`config.mk`:
```
export PLATFORM = sky130hd
export DESIGN_NAME = cache_ctrl_pf_flat
export DESIGN_NICKNAME = d
export VERILOG_FILES = /design/src/rtl/cache_ctrl_pf_if.sv /design/src/rtl/cache_ctrl_pf.sv /design/src/flat_wrapper.sv
export SDC_FILE = /design/constraint.sdc
export NUM_CORES = 1
export LEC_CHECK = 0
export ABC_AREA = 1
export BUFFER_PORTS_ARGS = -buffer_cell sky130_fd_sc_hd__buf_2
export CAP_MARGIN = 30
export CORE_UTILIZATION = 43
export DETAILED_ROUTE_END_ITERATION = 8
export PLACE_DENSITY = 0.74
export SLEW_MARGIN = 20
export SYNTH_ARGS = -nofsm -noshare
export SYNTH_HDL_FRONTEND = slang
export SYNTH_SLANG_ARGS = --single-unit
```
`constraint.sdc`:
```
create_clock -name clk -period 1.3 [get_ports clk]
set_clock_uncertainty 0.05 [all_clocks]
set_input_delay 0.26 -clock clk [delete_from_list [all_inputs] [get_ports clk]]
set_output_delay 0.26 -clock clk [all_outputs]
set_load 0.01 [all_outputs]
```
`src/rtl/cache_ctrl_pf_if.sv`:
```
// CPU and pmem handshake bundle for the prefetching cache controller.
// master is the controller side; slave is the CPU/pmem side.
interface cache_ctrl_pf_if;
  logic mem_read;
  logic mem_write;
  logic mem_resp;
  logic pmem_read;
  logic pmem_write;
  logic pmem_resp;
  logic pmem_wb_o;

  modport master (
    input  mem_read, mem_write, pmem_resp,
    output mem_resp, pmem_read, pmem_write, pmem_wb_o
  );

  modport slave (
    output mem_read, mem_write, pmem_resp,
    input  mem_resp, pmem_read, pmem_write, pmem_wb_o
  );
endinterface

```
`src/rtl/cache_ctrl_pf.sv`:
```
// Control FSM for a set-associative write-back cache with a next-N-line prefetcher.
// Demand hits keep being served while a prefetch line read is outstanding.
module cache_ctrl_pf #(
  parameter int WAYS     = 4,
  parameter int PF_DEPTH = 2,
  localparam int WW = (WAYS > 1) ? $clog2(WAYS) : 1,
  localparam int PW = (PF_DEPTH > 0) ? $clog2(PF_DEPTH + 1) : 1
) (
  input  logic                 clk,
  input  logic                 rst,
  cache_ctrl_pf_if.master      bus,
  input  logic                 hit,
  input  logic [WW-1:0]        hit_way,
  input  logic                 set_match_i,
  input  logic [WW-1:0]        victim_way,
  input  logic                 victim_dirty,
  input  logic                 pf_en_i,
  input  logic                 pf_boundary_i,
  output logic                 use_pf_addr_o,
  output logic [PW-1:0]        pf_offset_o,
  output logic [WW-1:0]        way_sel,
  output logic                 tag_load,
  output logic                 valid_load,
  output logic                 dirty_load,
  output logic                 dirty_in,
  output logic                 lru_load,
  output logic [1:0]           writing,
  output logic                 fetch_o
);

  typedef enum logic [2:0] {
    ST_IDLE      = 3'd0,
    ST_WB        = 3'd1,
    ST_FILL      = 3'd2,
    ST_PF_CHECK  = 3'd3,
    ST_PF_WB     = 3'd4,
    ST_PF_FILL   = 3'd5,
    ST_PF_COMMIT = 3'd6
  } state_t;

  localparam logic [PW-1:0] PF_LAST = PW'(PF_DEPTH);
  localparam logic [PW-1:0] PF_ONE  = PW'(1);
  localparam bit            PF_ON   = (PF_DEPTH != 0);

  state_t          state_r;
  state_t          next_state_s;
  logic [WW-1:0]   dmd_way_r;
  logic [WW-1:0]   pf_way_r;
  logic [PW-1:0]   pf_cnt_r;
  logic            pf_pending_r;
  logic            miss_seen_r;

  logic            req_s;
  logic            resp_s;
  logic            adv_s;
  logic            dmd_latch_s;
  logic            pf_latch_s;
  logic            fill_done_s;
  logic            pend_clr_s;
  logic            pf_stop_s;
  logic            miss_mark_s;
  logic            mem_resp_s;
  logic            pmem_read_s;
  logic            pmem_write_s;
  logic            pmem_wb_s;

  assign req_s         = bus.mem_read | bus.mem_write;
  assign bus.mem_resp  = mem_resp_s;
  assign bus.pmem_read = pmem_read_s;
  assign bus.pmem_write = pmem_write_s;
  assign bus.pmem_wb_o = pmem_wb_s;
  assign pf_offset_o   = pf_cnt_r;

  // Next-state, output strobes and register-update requests.
  always_comb begin
    next_state_s  = state_r;
    mem_resp_s    = 1'b0;
    pmem_read_s   = 1'b0;
    pmem_write_s  = 1'b0;
    pmem_wb_s     = 1'b0;
    use_pf_addr_o = 1'b0;
    way_sel       = '0;
    tag_load      = 1'b0;
    valid_load    = 1'b0;
    dirty_load    = 1'b0;
    dirty_in      = 1'b0;
    lru_load      = 1'b0;
    writing       = 2'b11;
    fetch_o       = 1'b0;
    resp_s        = 1'b0;
    adv_s         = 1'b0;
    dmd_latch_s   = 1'b0;
    pf_latch_s    = 1'b0;
    fill_done_s   = 1'b0;
    pend_clr_s    = 1'b0;
    pf_stop_s     = 1'b0;
    miss_mark_s   = 1'b0;

    case (state_r)
      ST_IDLE: begin
        resp_s = req_s & hit;
        // A demand miss pre-empts any pending prefetch chain.
        if (req_s && !hit) begin
          dmd_latch_s  = 1'b1;
          pend_clr_s   = 1'b1;
          next_state_s = victim_dirty ? ST_WB : ST_FILL;
        end else if (pf_pending_r) begin
          next_state_s = ST_PF_CHECK;
        end else begin
          next_state_s = ST_IDLE;
        end
      end
      ST_WB: begin
        pmem_write_s = 1'b1;
        pmem_wb_s    = 1'b1;
        way_sel      = dmd_way_r;
        next_state_s = bus.pmem_resp ? ST_FILL : ST_WB;
      end
      ST_FILL: begin
        pmem_read_s = 1'b1;
        writing     = 2'b00;
        way_sel     = dmd_way_r;
        if (bus.pmem_resp) begin
          tag_load     = 1'b1;
          valid_load   = 1'b1;
          dirty_load   = 1'b1;
          lru_load     = 1'b1;
          fetch_o      = 1'b1;
          fill_done_s  = 1'b1;
          next_state_s = ST_IDLE;
        end else begin
          next_state_s = ST_FILL;
        end
      end
      ST_PF_CHECK: begin
        use_pf_addr_o = 1'b1;
        if (pf_boundary_i) begin
          pf_stop_s    = 1'b1;
          next_state_s = ST_IDLE;
        end else if (hit) begin
          adv_s = 1'b1;
        end else begin
          pf_latch_s   = 1'b1;
          next_state_s = victim_dirty ? ST_PF_WB : ST_PF_FILL;
        end
      end
      ST_PF_WB: begin
        use_pf_addr_o = 1'b1;
        pmem_write_s  = 1'b1;
        pmem_wb_s     = 1'b1;
        way_sel       = pf_way_r;
        next_state_s  = bus.pmem_resp ? ST_PF_FILL : ST_PF_WB;
      end
      ST_PF_FILL: begin
        pmem_read_s = 1'b1;
        // The way being refilled cannot answer a demand hit until its new tag lands.
        resp_s      = req_s & hit & ~(set_match_i & (hit_way == pf_way_r));
        miss_mark_s = req_s & ~hit;
        next_state_s = bus.pmem_resp ? ST_PF_COMMIT : ST_PF_FILL;
      end
      ST_PF_COMMIT: begin
        use_pf_addr_o = 1'b1;
        way_sel       = pf_way_r;
        writing       = 2'b00;
        tag_load      = 1'b1;
        valid_load    = 1'b1;
        dirty_load    = 1'b1;
        adv_s         = 1'b1;
      end
      default: begin
        next_state_s = ST_IDLE;
      end
    endcase

    if (adv_s) begin
      if ((pf_cnt_r == PF_LAST) || miss_seen_r) begin
        pf_stop_s    = 1'b1;
        next_state_s = ST_IDLE;
      end else begin
        next_state_s = ST_PF_CHECK;
      end
    end else begin
      pf_stop_s = pf_stop_s;
    end

    if (resp_s) begin
      mem_resp_s = 1'b1;
      lru_load   = 1'b1;
      way_sel    = hit_way;
      if (bus.mem_write) begin
        dirty_load = 1'b1;
        dirty_in   = 1'b1;
        writing    = 2'b01;
      end else begin
        writing    = writing;
      end
    end else begin
      mem_resp_s = 1'b0;
    end
  end

  // State register plus latched ways and prefetch bookkeeping.
  always_ff @(posedge clk) begin
    if (rst) begin
      state_r      <= ST_IDLE;
      dmd_way_r    <= '0;
      pf_way_r     <= '0;
      pf_cnt_r     <= '0;
      pf_pending_r <= 1'b0;
      miss_seen_r  <= 1'b0;
    end else begin
      state_r <= next_state_s;
      if (dmd_latch_s) begin
        dmd_way_r <= victim_way;
      end
      if (pf_latch_s) begin
        pf_way_r <= victim_way;
      end
      if (fill_done_s) begin
        pf_pending_r <= pf_en_i & PF_ON;
      end else if (pend_clr_s || pf_stop_s) begin
        pf_pending_r <= 1'b0;
      end
      // The offset is held when the chain ends so it never exceeds PF_DEPTH.
      if (fill_done_s) begin
        pf_cnt_r <= PF_ONE;
      end else if (adv_s && !pf_stop_s) begin
        pf_cnt_r <= pf_cnt_r + PF_ONE;
      end
      if (pf_stop_s) begin
        miss_seen_r <= 1'b0;
      end else if (miss_mark_s) begin
        miss_seen_r <= 1'b1;
      end
    end
  end

endmodule

```
`src/flat_wrapper.sv`:
```
// flat-port wrapper written by rule: the top's interface ports become plain ports
module cache_ctrl_pf_flat 
#(
  parameter int WAYS     = 4,
  parameter int PF_DEPTH = 2,
  localparam int WW = (WAYS > 1) ? $clog2(WAYS) : 1,
  localparam int PW = (PF_DEPTH > 0) ? $clog2(PF_DEPTH + 1) : 1
)
  (clk, rst, hit, hit_way, set_match_i, victim_way, victim_dirty, pf_en_i, pf_boundary_i, use_pf_addr_o, pf_offset_o, way_sel, tag_load, valid_load, dirty_load, dirty_in, lru_load, writing, fetch_o, bus_mem_read, bus_mem_write, bus_pmem_resp, bus_mem_resp, bus_pmem_read, bus_pmem_write, bus_pmem_wb_o);
  cache_ctrl_pf_if bus_i ();
  input  logic clk;
  input  logic rst;
  input  logic hit;
  input  logic [WW-1:0] hit_way;
  input  logic set_match_i;
  input  logic [WW-1:0] victim_way;
  input  logic victim_dirty;
  input  logic pf_en_i;
  input  logic pf_boundary_i;
  output logic use_pf_addr_o;
  output logic [PW-1:0] pf_offset_o;
  output logic [WW-1:0] way_sel;
  output logic tag_load;
  output logic valid_load;
  output logic dirty_load;
  output logic dirty_in;
  output logic lru_load;
  output logic [1:0] writing;
  output logic fetch_o;
  input wire logic [$bits(bus_i.mem_read)-1:0] bus_mem_read;
  input wire logic [$bits(bus_i.mem_write)-1:0] bus_mem_write;
  input wire logic [$bits(bus_i.pmem_resp)-1:0] bus_pmem_resp;
  output wire logic [$bits(bus_i.mem_resp)-1:0] bus_mem_resp;
  output wire logic [$bits(bus_i.pmem_read)-1:0] bus_pmem_read;
  output wire logic [$bits(bus_i.pmem_write)-1:0] bus_pmem_write;
  output wire logic [$bits(bus_i.pmem_wb_o)-1:0] bus_pmem_wb_o;
  assign bus_i.mem_read = bus_mem_read;
  assign bus_i.mem_write = bus_mem_write;
  assign bus_i.pmem_resp = bus_pmem_resp;
  assign bus_mem_resp = bus_i.mem_resp;
  assign bus_pmem_read = bus_i.pmem_read;
  assign bus_pmem_write = bus_i.pmem_write;
  assign bus_pmem_wb_o = bus_i.pmem_wb_o;
  cache_ctrl_pf #(.WAYS(WAYS), .PF_DEPTH(PF_DEPTH)) u_core (.clk(clk), .rst(rst), .bus(bus_i), .hit(hit), .hit_way(hit_way), .set_match_i(set_match_i), .victim_way(victim_way), .victim_dirty(victim_dirty), .pf_en_i(pf_en_i), .pf_boundary_i(pf_boundary_i), .use_pf_addr_o(use_pf_addr_o), .pf_offset_o(pf_offset_o), .way_sel(way_sel), .tag_load(tag_load), .valid_load(valid_load), .dirty_load(dirty_load), .dirty_in(dirty_in), .lru_load(lru_load), .writing(writing), .fetch_o(fetch_o));
endmodule
```
==> results of run 1 <==
==> where the power goes <==
group	switching, mW	internal [mW]
Clock	0.133	0.115
Combinational	0.387	0.311
Sequential	0.0320	0.357
==> critical path: cells and delay by family (launching register included) <==
family,cells,cell delay [ns]
simple gates,6,0.60
buf+inv,2,0.20
flops,1,0.39
==> state kept, by name (all words and copies together) (netlist names) <==
signal and flops:
u_core.state_r 3, u_core.dmd_way_r 2, u_core.pf_offset_o 2, u_core.pf_way_r 2, u_core.miss_seen_r 1, u_core.pf_pending_r 1
==> through the flow <==
stage	std cells	utilization, %
after floorplan	138	-
after global placement	218	70.5
after detailed placement	218	70.5
after CTS	228	83.0
after global routing	233	94.7
final	233	94.7
==> logic make-up after synthesis <==
| kind of cell | synth area share [%] |
|---|---|
| AO/OA/AOI/OAI | 11.6 |
| XOR/XNOR | 2.08 |
| adder cells (fa/ha/maj) | 1.49 |
| buffers and inverters | 15.2 |
| flip-flops | 26.2 |
| AND/OR/NAND/NOR | 43.5 |
==> routing by layer <==
layer / vias to the layer above / routed length, um
met1: 614 / 1580
met2: 160 / 2280
met5: - / 0
met4: 0 / 535
met3: 75 / 597
li1: 566 / -
==> Yosys cell counts, drive strengths merged <==
cell / count / area, um^2
a21oi: 5 / 28.8
a22oi: 2 / 15.0
a31oi: 1 / 6.26
buf: 4 / 37.5
dfxtp: 11 / 220
ha: 1 / 12.5
inv: 24 / 90.1
nand2: 38 / 173
nand3: 12 / 60.1
nor2: 27 / 123
nor3: 2 / 10.0
o211ai: 1 / 7.51
o21ai: 8 / 40.0
xnor2: 2 / 17.5
==> worst max-delay path by stage <==
stage	to	cells after the start	from	slack [ns]
after floorplan	dirty_load	8	u_core.state_r[1]	-0.03
after global placement	way_sel[0]	7	u_core.state_r[1]	-0.16
after detailed placement	way_sel[0]	7	u_core.state_r[1]	-0.21
after CTS	way_sel[1]	7	u_core.pf_way_r[1]	-0.35
after global routing	dirty_load	8	u_core.state_r[1]	-0.55
final	dirty_load	8	u_core.state_r[2]	-0.50
==> final cells by class <==
class                           instances  area share [%]
Clock buffer                            3            1.33
Clock inverter                          1           0.296
Inverter                               24            6.07
Multi-Input combinational cell         99            44.1
Sequential cell                        11            13.9
Tap cell                               25            1.85
Timing Repair Buffer                   70            32.5
==> what timing repair did <==
item	in CTS	in global routing
pin swaps	14	21
resized for setup	41	47
hold buffers	0	0
endpoints found under the setup margin	26	26
cloned	0	0
buffers inserted	6	5
==> impl_results.md, run 1 <==
- Die area: 2140 um^2
- CTS tree: done
- Area Growth Syn to Fin: 101%
- DR DRC count: 0
- Clk pin slew, worst setup/hold paths: 0.07 ns
- Ys Warns: 0
- Global route hottest layer: met2
- Total track usage: 30.3%
- DR WL/cell: 21.4 um
- Core area: 1780 um^2
- Slew Limit Fails: 0
- Failing checks: negative setup slack
- Placement Setup Slack: -0.209 ns
- RR Endpoint: u_core.miss_seen_r
- Final setup margin: -0.501 ns
- # nets final: 224
- Syn avg cell area: 6.09 um^2
- Number of I/O port buffers: 30
- Cell variety after synth: 22
- Post-Syn Instances: 138
- Via count: 1415
- FMAX: 0.555 GHz
- I/O pin count: 31
- Setup-failing EPs final: 26
- Row Count: 15
- Clock Latency Late Sink: 0.28 ns
- Ant diodes: 0
- Storage cell area: 234 um^2
- Setup crit end kind: output pin
- RSZ-0062 raised after global routing: true
- Overall power: 1.33 mW
- Initial Utilization: 47.2%
- CTS Buffer Depth: 2
- Hold_sp: rst
- Vias in the first global route: 1070
- Required time worst endpoint: 0.99 ns
- Critical Path Start Type: register
- Die width: 46.2 um
- Post-Syn Area: 841 um^2
- Slowest CP cell: dfxtp_4
- Minimum clock period: 1.80 ns
- CP most frequent cell: nand2_4
- Hold violation count in the final report: 0
- FF+latch count, synth: 11
- Cells on worst reg2reg path: 11
- Leakage power: 0.888 nW
- Post-route ant nets: 0
- DP HPWL: 2020 um
- CTS Buf Count: 3
- Outcome: finished with violations
- Sequential share of the synthesized area: 26.2%
- Pre-antenna DRT Iters: 7
- Worst path max stage delay: 0.39 ns
- Via density: 6.07
- Layout cells sized above 1: 68.3%
- Most frequent cells in the layout: buf_4, buf_2
- Routability Congestion: 0.847
- CTS sink count: 11
- Clk root buf: clkbuf_4
- CP max FO: 5
- Hold depth: 2
- First-pass GRT wire length: 4570 um
- Least-Margin Pin Slew: 0.415 ns
- Worst-path cell chain: nor2_4 -> nand2_2 -> inv_2 -> nand2_4 -> nand2_4 -> nand2_4 -> nand2_2 -> buf_6
- Multi-input logic area: 744 um^2
- DR iter-0 viols: 146
- Reg2reg setup slack: -0.28 ns
- Final instance area: 1690 um^2
- Hold slack final: 0.160 ns
- Grt met1 use: 34.8%
- Grt ovf: 0
- Setup TNS: -7.55 ns
- Synth Net Count: 153
- Detailed-route wire length: 4990 um
- DP Area: 1260 um^2
- Crit path kind: register to output pin
- HP Class: input pin to register
- Die height: 46.2 um
- Htree depth: 1
- Initial antenna violation count: 0
- Power Dens Cells: 790 nW/um^2
- Met3 GRT Util: 3.92%
- WP data arrival: 1.49 ns
- Largest net degree at the start of global routing: 8
- Max cap viols: 0
- Peak supply drop: 768 uV
- Hold Path Sink: u_core.pf_offset_o[0]
- Reg-to-reg startpoint: u_core.state_r[0]
- Final Cycle Share: 139%
- Leading cell type in the layout, fill and taps excluded: buf_4
- Met2 usage: 53.5%
- FILL cells: 55
- Slew margin rel.: 72.2%
Note: power is estimated with default switching activity, not from simulation.
==> run 2: changes to the inputs <==
--- a/config.mk
+++ b/config.mk
@@ -8,9 +8,9 @@
 export ABC_AREA = 1
 export BUFFER_PORTS_ARGS = -buffer_cell sky130_fd_sc_hd__buf_2
 export CAP_MARGIN = 30
-export CORE_UTILIZATION = 43
+export CORE_UTILIZATION = 51
 export DETAILED_ROUTE_END_ITERATION = 8
-export PLACE_DENSITY = 0.74
+export PLACE_DENSITY = 0.82
 export SLEW_MARGIN = 20
 export SYNTH_ARGS = -nofsm -noshare
 export SYNTH_HDL_FRONTEND = slang
==> constraint.sdc (replaced) <==
create_clock -name clk -period 2.2 [get_ports clk]
set_clock_uncertainty 0.05 [all_clocks]
set_input_delay 0.33 -clock clk [delete_from_list [all_inputs] [get_ports clk]]
set_output_delay 0.33 -clock clk [all_outputs]
set_load 0.01 [all_outputs]
==> run 2 against run 1 <==
Clock power shrank 45%. The flow now finishes without violations. Clock-buffer cell count increased by 1. Combinational power decreased by 75%. Worst hold slack improved by 0.048 ns. Critical path depth unchanged. Global-route usage fell by 7.1 points. First-iteration DRC count shrank 77%. Register-to-register slack improved by 1.0 ns. Worst setup slack better by 0.69 ns. Sequential share of layout area up 8.3 points. Cell count down 21%.
==> impl_results.md, run 2 (synthesis gave the netlist of run 1 again) <==
- Initial Utilization: 55.2% (+8.0 points)
- Vias in the first global route: 814 (-24%)
- Peak supply drop: 351 uV (-54%)
- Via count: 936 (-34%)
- Leakage power: 0.585 nW (-34%)
- Largest net degree at the start of global routing: 10 (+2)
- Most flops, register: u_core.state_r
- Worst Path Buf+Inv: 2 (unchanged)
- Required time worst endpoint: 1.82 ns (+0.83 ns)
- Clock Latency Late Sink: 0.26 ns (-0.02 ns)
- I/O pin count: 31 (unchanged)
- Initial antenna violation count: 0 (unchanged)
- Number of I/O port buffers: 30 (unchanged)
- DP HPWL: 1580 um (-22%)
- Slew margin rel.: 75.1% (+2.9 points)
- DR DRC count: 0 (unchanged)
- Ant diodes: 0 (unchanged)
- Most frequent cells in the layout: nand2_1, buf_2, nor2_1, inv_1, nand3_1
- Die width: 42.6 um (-7.8%)
- Die height: 42.6 um (-7.8%)
- CTS tree: done
- Setup-failing EPs final: 0 (-100%)
- Crit path kind: register to output pin
- Total track usage: 23.2% (-7.1 points)
- Multi-input logic area: 493 um^2 (-34%)
- Via density: 5.09 (-16%)
- Post-layout util: 65.7% (-29 points)
- Slowest CP cell: dfxtp_1
- Overall power: 0.539 mW (-60%)
- Minimum clock period: 2.01 ns
- Largest register FFs: 3 (unchanged)
- Worst path max stage delay: 0.55 ns (+0.16 ns)
- FILL cells: 144 (+160%)
- HP Class: input pin to register
- Power Dens Cells: 538 nW/um^2 (-32%)
- Post-CTS setup buffer count: 0 (-6)
- Pre-antenna DRT Iters: 4 (-3)
- Clk root buf: clkbuf_4
- Final Cycle Share: 91.4%
- CP max FO: 9 (+4)
- Storage cell area: 221 um^2 (-5.3%)
- Grt ovf: 0 (unchanged)
- Die area: 1820 um^2 (-15%)
- Max cap viols: 0 (unchanged)
- Reg-to-reg startpoint: u_core.state_r[1]
- CTS sink count: 11 (unchanged)
- Setup crit end kind: output pin
- Row Count: 14 (-1)
- Routability Congestion: 0.898 (+6.0%)
- Htree depth: 1 (unchanged)
- Slew Limit Fails: 0 (unchanged)
- Outcome: completed
- # nets final: 184 (-18%)
- Area Growth Syn to Fin: 19.0%
- DR WL/cell: 10.2 um (-52%)
- Core area: 1520 um^2 (-15%)
- First-pass GRT wire length: 3240 um (-29%)
- Family with the most delay on the worst path: simple AND/OR/NAND/NOR gates
- RSZ-0062 raised after global routing: false
- Critical Path Start Type: register
- CTS Buf Count: 3 (unchanged)
- Worst-path cell chain: inv_1 -> nand2_1 -> nor2_1 -> nand3_1 -> nand2_2 -> nand2_1 -> nand2_1 -> buf_2
- Setup TNS: 0 ns (+7.55 ns)
- Hold_sp: rst
- CTS Buffer Depth: 2 (unchanged)
- Crit path from: u_core.state_r[1]
- WP data arrival: 1.63 ns (+0.14 ns)
- Cts-stage hold buffer count: 0 (unchanged)
- Least-Margin Pin Slew: 0.373 ns (-0.0416 ns)
- Leading cell type in the layout, fill and taps excluded: nand2_1
- DR iter-0 viols: 33 (-77%)
- Hold violation count in the final report: 0 (unchanged)
- Hold slack final: 0.208 ns (+0.0482 ns)
- Clk pin slew, worst setup/hold paths: 0.07 ns (about the same)
- Layout cells sized above 1: 27.4% (-41 points)
- CP most frequent cell: nand2_1
- Post-route ant nets: 0 (unchanged)
- FMAX: 0.497 GHz
- Detailed-route wire length: 1880 um (-62%)
run 2: cell count changes in the layout (fill, tap and decap cells not counted), moves of 4 or more:
cell     change
o21ai_0      +5
nor2_1       +9
nand2_1     +21
nand2_4      -7
buf_6       -15
buf_4       -32
buf_2        +9
dfxtp_1      +4
inv_1        +7
nand3_1      +4
nor2_4       -6
nand2_2     -12
run 2: final timing paths:
kind              slack, ns                    end  cells past startpoint
setup / recovery       0.19             dirty_load                      8
hold / removal         0.21  u_core.pf_offset_o[0]                      2
setup reg to reg       0.75     u_core.pf_way_r[0]                      5
hold reg to reg        0.46     u_core.miss_seen_r                      2
run 2: layer usage:
metal	share of wire [%]	global-route usage, %	routed length (um)	up-vias
li1	-	-	-	486
met1	43	29.1	801	414
met2	50	40.0	946	32
met3	5.7	1.29	107	4
met4	1.3	11.3	25	0
met5	0	0	0	-
run 2: where the power goes:
part	internal [mW]	leakage (nW)	switching (mW)	total, mW
clock network	0.0701	0.0150	0.0650	0.135
logic	0.0675	0.480	0.107	0.174
registers	0.211	0.0899	0.0179	0.229
total	0.349	0.585	0.190	0.539
run 2: per-stage QoR:
step / cell area (um^2) / std cells / worst slack, ns
2_1_floorplan: 841 / 138 / 0.633
3_3_place_gp: 973 / 180 / 0.524
3_5_place_dp: 973 / 180 / 0.439
4_1_cts: 1000 / 184 / 0.144
5_1_grt: 1000 / 184 / 0.0543
6_report: 1000 / 184 / 0.190
run 2: layout make-up:
cell class	instances	area share, %
Sequential cell	11	22.1
Clock buffer	4	2.63
Timing Repair Buffer	30	15.0
Tap cell	16	2.00
Multi-Input combinational cell	99	49.3
Inverter	24	9.00
run 2: what timing repair did:
item                       4_1_cts  5_1_grt
resized for setup                0        1
setup endpoints to repair        0        1
hold endpoints to repair         0        0
